--- config.mk ---
export PLATFORM = sky130hd
export DESIGN_NAME = gf180mcu_fd_sc_mcu9t5v0__inv_pipe
export DESIGN_NICKNAME = d
export VERILOG_FILES = /design/src/rtl/gf180mcu_fd_sc_mcu9t5v0__inv_pipe.sv
export SDC_FILE = /design/constraint.sdc
export NUM_CORES = 1
export LEC_CHECK = 0
export CAP_MARGIN = 20
export CORE_UTILIZATION = 39
export DETAILED_ROUTE_END_ITERATION = 10
export PLACE_DENSITY = 0.76
export SLEW_MARGIN = 20
export SYNTH_ARGS = -nofsm -noshare
export SYNTH_HDL_FRONTEND = slang
export SYNTH_SLANG_ARGS = --single-unit
--- constraint.sdc ---
create_clock -name CLK -period 1.1 [get_ports CLK]
set_input_delay 0.22 -clock CLK [delete_from_list [all_inputs] [get_ports CLK]]
set_output_delay 0.22 -clock CLK [all_outputs]
set_load 0.05 [all_outputs]
--- src/rtl/gf180mcu_fd_sc_mcu9t5v0__inv_pipe.sv ---
// Polarity-programmable WIDTH-lane inverter feeding a DEPTH-stage elastic
// register pipeline with valid/ready handshaking on both sides.
module gf180mcu_fd_sc_mcu9t5v0__inv_pipe #(
  parameter int               WIDTH    = 4,
  parameter int               DEPTH    = 2,
  parameter logic [WIDTH-1:0] INV_MASK = {WIDTH{1'b1}},
  parameter int               OCC_W    = $clog2(DEPTH + 1)
) (
  input  logic             CLK,
  input  logic             RST,
  input  logic [WIDTH-1:0] I,
  input  logic             I_VALID,
  output logic             I_READY,
  input  logic             POL_N,
  output logic [WIDTH-1:0] ZN,
  output logic             ZN_VALID,
  input  logic             ZN_READY,
  output logic [OCC_W-1:0] OCC
);

  logic [WIDTH-1:0] data_q  [DEPTH];
  logic [WIDTH-1:0] data_d  [DEPTH];
  logic [DEPTH-1:0] valid_q;
  logic [DEPTH-1:0] valid_d;
  logic [DEPTH-1:0] adv;
  logic [OCC_W-1:0] occ_q;
  logic [OCC_W-1:0] occ_d;
  logic             accept;
  logic             deliver;
  logic             allFull;

  // A stage may advance unless it and every stage downstream of it is full
  // while the output is stalled; written flat to keep the ready chain acyclic.
  always_comb begin
    adv = '0;
    for (int k = 0; k < DEPTH; k++) begin
      allFull = 1'b1;
      for (int j = k; j < DEPTH; j++) begin
        allFull = allFull & valid_q[j];
      end
      adv[k] = ZN_READY | ~allFull;
    end
  end

  // Polarity is folded in at capture so in-flight beats keep their transform.
  always_comb begin
    valid_d = '0;
    for (int k = 0; k < DEPTH; k++) begin
      data_d[k] = '0;
    end
    valid_d[0] = I_VALID;
    data_d[0]  = I ^ (INV_MASK & {WIDTH{~POL_N}});
    for (int k = 1; k < DEPTH; k++) begin
      valid_d[k] = valid_q[k-1];
      data_d[k]  = data_q[k-1];
    end
  end

  assign accept  = I_VALID & adv[0];
  assign deliver = valid_q[DEPTH-1] & ZN_READY;

  always_comb begin
    occ_d = occ_q;
    case ({accept, deliver})
      2'b10:   occ_d = occ_q + OCC_W'(1);
      2'b01:   occ_d = occ_q - OCC_W'(1);
      default: occ_d = occ_q;
    endcase
  end

  always_ff @(posedge CLK or posedge RST) begin
    if (RST) begin
      valid_q <= '0;
      occ_q   <= '0;
      for (int k = 0; k < DEPTH; k++) begin
        data_q[k] <= '0;
      end
    end else begin
      occ_q <= occ_d;
      for (int k = 0; k < DEPTH; k++) begin
        if (adv[k]) begin
          valid_q[k] <= valid_d[k];
          if (valid_d[k]) begin
            data_q[k] <= data_d[k];
          end
        end
      end
    end
  end

  assign I_READY  = adv[0];
  assign ZN       = data_q[DEPTH-1];
  assign ZN_VALID = valid_q[DEPTH-1];
  assign OCC      = occ_q;

endmodule

* Word-level counts from Yosys, hierarchy flattened
Index checks and enable logic that the tools add are counted. W data, S select, Z words.
Cells by class: eq/ne operators 2, add/subtract/negate cells 2, bitwise gates (word level) 9, muxes and demuxes 1, reductions and logical operators 3
Operators by type and width (number):
- $pmux W2 S2 | 1
- $reduce_and A2 Y1 | 2
- $xor A4 B4 Y4 | 1
- $and A1 B1 Y1 | 3
- $not A1 Y1 | 3
- $add A2 B1 Y2 const B | 1
- $eq A2 B1 Y1 const B | 1
- $eq A2 B2 Y1 const B | 1
- $or A1 B1 Y1 | 2
- $reduce_bool A2 Y1 | 1
- $sub A2 B1 Y2 const B | 1
Word-level totals: output and inout bits 8, register bits 12, input bits 9, logic and storage cells 22

* Logic depth before layout (Yosys ltp)
depth in word-level cells 6, depth in mapped cells 6, gate-level depth less buffers 6

* Worst setup path before layout
OpenSTA, ideal clock, no wires.
kind register to register, start point register valid_q[1], end point register occ_q[1] (netlist: OCC[1]), path slack -687 ps, required time 957 ps, arrival 1644 ps, stages on the path, launching flop included 7, buffers on the path 0, cells stage by stage dfrtp_1 > nand3b_4 > nand2_4 > ha_1 > xnor2_1 > nor2_1 > xor2_1
On the way: word-level cells in the longest chain between the ends 6, elaborated cells on any way between the ends 9, classes of those cells 2 x eq/ne; 1 x mux; 5 x bitwise; 1 x reduce/logical
RTL lines:
- from (decl) | line 23 | logic [DEPTH-1:0] valid_q;
- from (signal, indexed assignment) | line 82 | valid_q[k] <= valid_d[k];
- $and A1 B1 Y1 (*) | line 39 | allFull = allFull & valid_q[j];
- $not A1 Y1 (*) | line 41 | adv[k] = ZN_READY | ~allFull;
- $or A1 B1 Y1 (*) | line 41
- named net I_READY | line 13 | output logic I_READY,
- $and A1 B1 Y1 (*) | line 59 | assign accept = I_VALID & adv[0];
- $eq A2 B1 Y1 or $eq A2 B2 Y1 (tied branches) | line 64 | case ({accept, deliver})
- $pmux W2 S2 or $reduce_bool A2 Y1 (tied branches)
- to (signal assigned) | line 74 | occ_q <= '0;
- to (signal assigned) | line 79 | occ_q <= occ_d;
- to (decl) | line 26 | logic [OCC_W-1:0] occ_q;
The timed path passes the listed nets; every way through them passes the cells marked *. A chain may end at the register's enable or synchronous reset.

* Worst setup path after layout
start point register valid_q[1], end point output I_READY
On the way: word-level cells in the longest chain between the ends 3
RTL lines (line):
- $and A1 B1 Y1 | 39
- $not A1 Y1 | 41
- $or A1 B1 Y1 | 41
- to (decl) | 13
No other way between the ends.

==> out/qor_table.md <==
| Step | Metric | Reported |
| --- | --- | --- |
| finish | Count of antenna diodes in the layout | 0 |
| global routing | Number of global-route vias before repair | 384 |
| global routing | GR Overflow Total | 0 |
| timing | Final setup violating endpoints | 12 |
| setup path | Startpoint-to-endpoint class of the critical path | reg2out |
| yosys | Post-synthesis average cell area | 15.1 sq um |
| drt | Detailed Routing Iterations Pass 1 | 1 |
| timing | Headroom to the max-slew limit | 86.2% |
| floorplan | Die Wd | 40.4 microns |
| timing | Upper clock frequency limit | 786 MHz |
| yosys | Main area contributors after synthesis | sky130_fd_sc_hd__dfrtp_1, sky130_fd_sc_hd__mux2_4, sky130_fd_sc_hd__xnor2_1, sky130_fd_sc_hd__nand3b_4, sky130_fd_sc_hd__or2b_1 |
| drt | Residual DRC count | 0 |
| finish | Finished layout cell area | 987 sq um |
| timing | Final cycle utilization of the critical path | 116% |
| finish | Area grow syn2layout | 71.5% |
| worst hold path | Tightest Hold Check Type | in2async |
| pwr | Maximum vdd drop | 1.01 mV |
| yosys | Cell area after synthesis | 576 sq um |
| drt | Average wire per standard cell | 11.4 microns |
| setup path | Crit path max fanout | 4 |
| yosys | Most area-hungry cell type in the Yosys netlist | sky130_fd_sc_hd__dfrtp_1 |
| drt | Via total after detailed routing | 382 |
| yosys | Number of synthesized register bits | 12 |
| clocking | CTS Root Cell | sky130_fd_sc_hd__clkbuf_4 |
| run status | Result of the run | finished, violations left |
| setup path | Kind of start point of the critical path | register |
| pwr | P per Cell Area | 2160 nW/um^2 |
| global routing | Antenna violations before repair | 0 |
| pwr | Leakage power | 0.468 nW |
| placed design | Post-placement cell area | 911 sq um |
| floorplan | Boundary pin count | 17 |
| setup path | Data required time at the worst endpoint | 0.88 ns |
| timing | Setup slack of the critical path after layout | -0.173 ns |
| timing | Period minus WS final | 1.27 ns |
| yosys | Number of enable-type register cells in the synthesized netlist | 0 |
| yosys | Predominant post-synthesis flop cell | sky130_fd_sc_hd__dfrtp_1 |
| setup path | Arr. time, crit path | 1.05 ns |
| yosys | Syn_nets | 48 |
| yosys | Cell with the most instances after synthesis | sky130_fd_sc_hd__dfrtp_1 |
| clocking | Insertion delay of the later-clocked pin in the worst-skew pair | 0.27 ns |
| yosys | Share of synthesized area occupied by flip-flops and latches | 52.2% |
| placed design | Sum of net half-perimeters after detailed placement | 807 microns |
| run status | Violated checks | setup timing |
| timing | Skew final | 0.00838 ns |
| floorplan | Die span in y | 40.4 microns |
| yosys | Share of the synthesized area in the top cell type | 52.2% |
| floorplan | Core area | 1330 sq um |
| finish | Fraction of final layout cells with drive strength greater than 1 | 58.8% |
| job | Max_cap viols | 0 |
| floorplan | Initial core utilization | 43.2% |
| clocking | Buffers from clock root to sink, at most | 2 |
| clocking | Count of clock tree sinks | 12 |
| finish | Utilization of the core after routing | 74.0% |
| drt | Post-route antenna net violation count | 0 |
| floorplan | Rows | 13 |
| timing | Final Max Slew Viols | 0 |
| timing | Final-layout worst hold slack | 0.242 ns |
| timing | Unrepaired setup endpoints after global routing | yes |
| placed design | Number of port buffers | 16 |
| drt | Starting DRC count in detailed routing | 0 |
| yosys | Asr flop ratio synth | 100% |
| timing | Number of hold-slack violations in the final timing report | 0 |
| placed design | RD Place Congestion | 0.760 |
| drt | Wirelength, routed | 946 microns |
| yosys | Most used standard cells in the synthesized netlist | sky130_fd_sc_hd__dfrtp_1, sky130_fd_sc_hd__mux2_4, sky130_fd_sc_hd__xnor2_1, sky130_fd_sc_hd__or2b_1 |
| clocking | CTS H-Tree Depth | 1 |
| clocking | Number of buffers created by CTS | 3 |
| finish | Fin nets | 79 |
| setup path | Critical path endpoint category | primary output |
| floorplan | Die area | 1630 sq um |
| placed design | Setup Slack @ Placement | -0.476 ns |
| drt | Average via count per standard cell | 4.60 |
| global routing | Pin count of the biggest net entering global routing | 13 |
| yosys | Distinct cells, synth | 14 |
| clocking | CTS tree | done |
| clocking | Clock input transition at the sequential cells of the worst setup and hold paths | 0.08 ns |
| yosys | Instance count of the mapped netlist | 38 |
| yosys | YS warnings | 0 |
| global routing | First-pass GRT wire length | 1520 microns |
| timing | Transition time of the tightest slew-check pin | 0.207 ns |
| global routing | Total track usage | 14.8% |
-- sequential cells by signal, indices dropped and copies added (netlist names) --
signal	count
ZN	4
data_d	4
valid_q	2
OCC	2
-- kinds of logic after synthesis --
logic type / count (synthesis) / share of synthesized area, %
simple gates: 8 / 12.6
buf+inv: 2 / 1.52
xor+xnor: 7 / 10.7
fa+ha+maj: 1 / 2.17
flops: 12 / 52.2
mux: 8 / 20.9
-- power by group --
part           internal [mW]  total (mW)  switching (mW)
registers              0.567       0.687           0.120
logic                  0.655        1.16           0.506
clock network          0.140       0.282           0.142
total                   1.36        2.13           0.767
-- worst paths after layout --
path | startpoint | end | slack, ns | depth (start not counted)
worst max-delay path | valid_q[1]$_DFFE_PP0N_ | I_READY | -0.17 | 3
worst min-delay path | RST | ZN[0]$_DFFE_PP0P_ | 0.24 | 3
worst max register to register | valid_q[1]$_DFFE_PP0N_ | ZN[1]$_DFFE_PP0P_ | -0.15 | 5
worst min register to register | data_d[1]$_DFFE_PP0P_ | data_d[1]$_DFFE_PP0P_ | 0.52 | 1
max in group asynchronous | RST | valid_q[1]$_DFFE_PP0N_ | 0.69 | 3
min in group CLK | data_d[1]$_DFFE_PP0P_ | data_d[1]$_DFFE_PP0P_ | 0.52 | 1
-- layout by cell type (no fill, tap or decap), types with 2 or more instances in the layout --
| master | n |
|---|---|
| sky130_fd_sc_hd__buf_4 | 7 |
| sky130_fd_sc_hd__mux2_4 | 8 |
| sky130_fd_sc_hd__dfrtp_2 | 2 |
| sky130_fd_sc_hd__xnor2_1 | 5 |
| sky130_fd_sc_hd__dfrtp_1 | 10 |
| sky130_fd_sc_hd__clkbuf_4 | 3 |
| sky130_fd_sc_hd__buf_6 | 4 |
| sky130_fd_sc_hd__clkdlybuf4s50_1 | 7 |
| sky130_fd_sc_hd__or2b_1 | 2 |
| sky130_fd_sc_hd__nand2_4 | 2 |
| sky130_fd_sc_hd__buf_12 | 8 |
-- timing repair --
item,CTS,global route
pin swaps,1,1
resized for setup,7,1
endpoints found under the setup margin,13,16
buffers inserted,2,3
cloned,0,0
hold buffers,0,0
-- per-stage QoR --
stage	setup TNS [ns]	std cells	power (mW)
after global routing	-1.68	83	2.23
after floorplan	-2.17	38	1.24
final	-1.20	83	2.13
after global placement	-4.00	75	1.75
after CTS	-1.26	81	2.11
after detailed placement	-4.61	75	1.78
-- metal layers --
layer	part of all wire, %	GRT usage (%)	up-vias
li1	-	-	184
met1	39	15.4	180
met2	56	26.2	16
met3	3.6	1.67	2
met4	1.6	12.5	0
met5	0	0	-
-- worst max-delay path, stage by stage (launching register included) --
cell	delay [ns]
sky130_fd_sc_hd__dfrtp_2	0.41
sky130_fd_sc_hd__nand3b_4	0.10
sky130_fd_sc_hd__buf_6	0.13
sky130_fd_sc_hd__buf_12	0.13
-- layout make-up --
type | count | area (sq um)
fill | 96 | 347
timing repair buffer | 27 | 337
sequential | 12 | 303
multi-input combinational | 24 | 299
clock buffer | 4 | 26.3
tap | 15 | 18.8
inverter | 1 | 3.75
No activity file was read; power rests on OpenSTA's default activity.
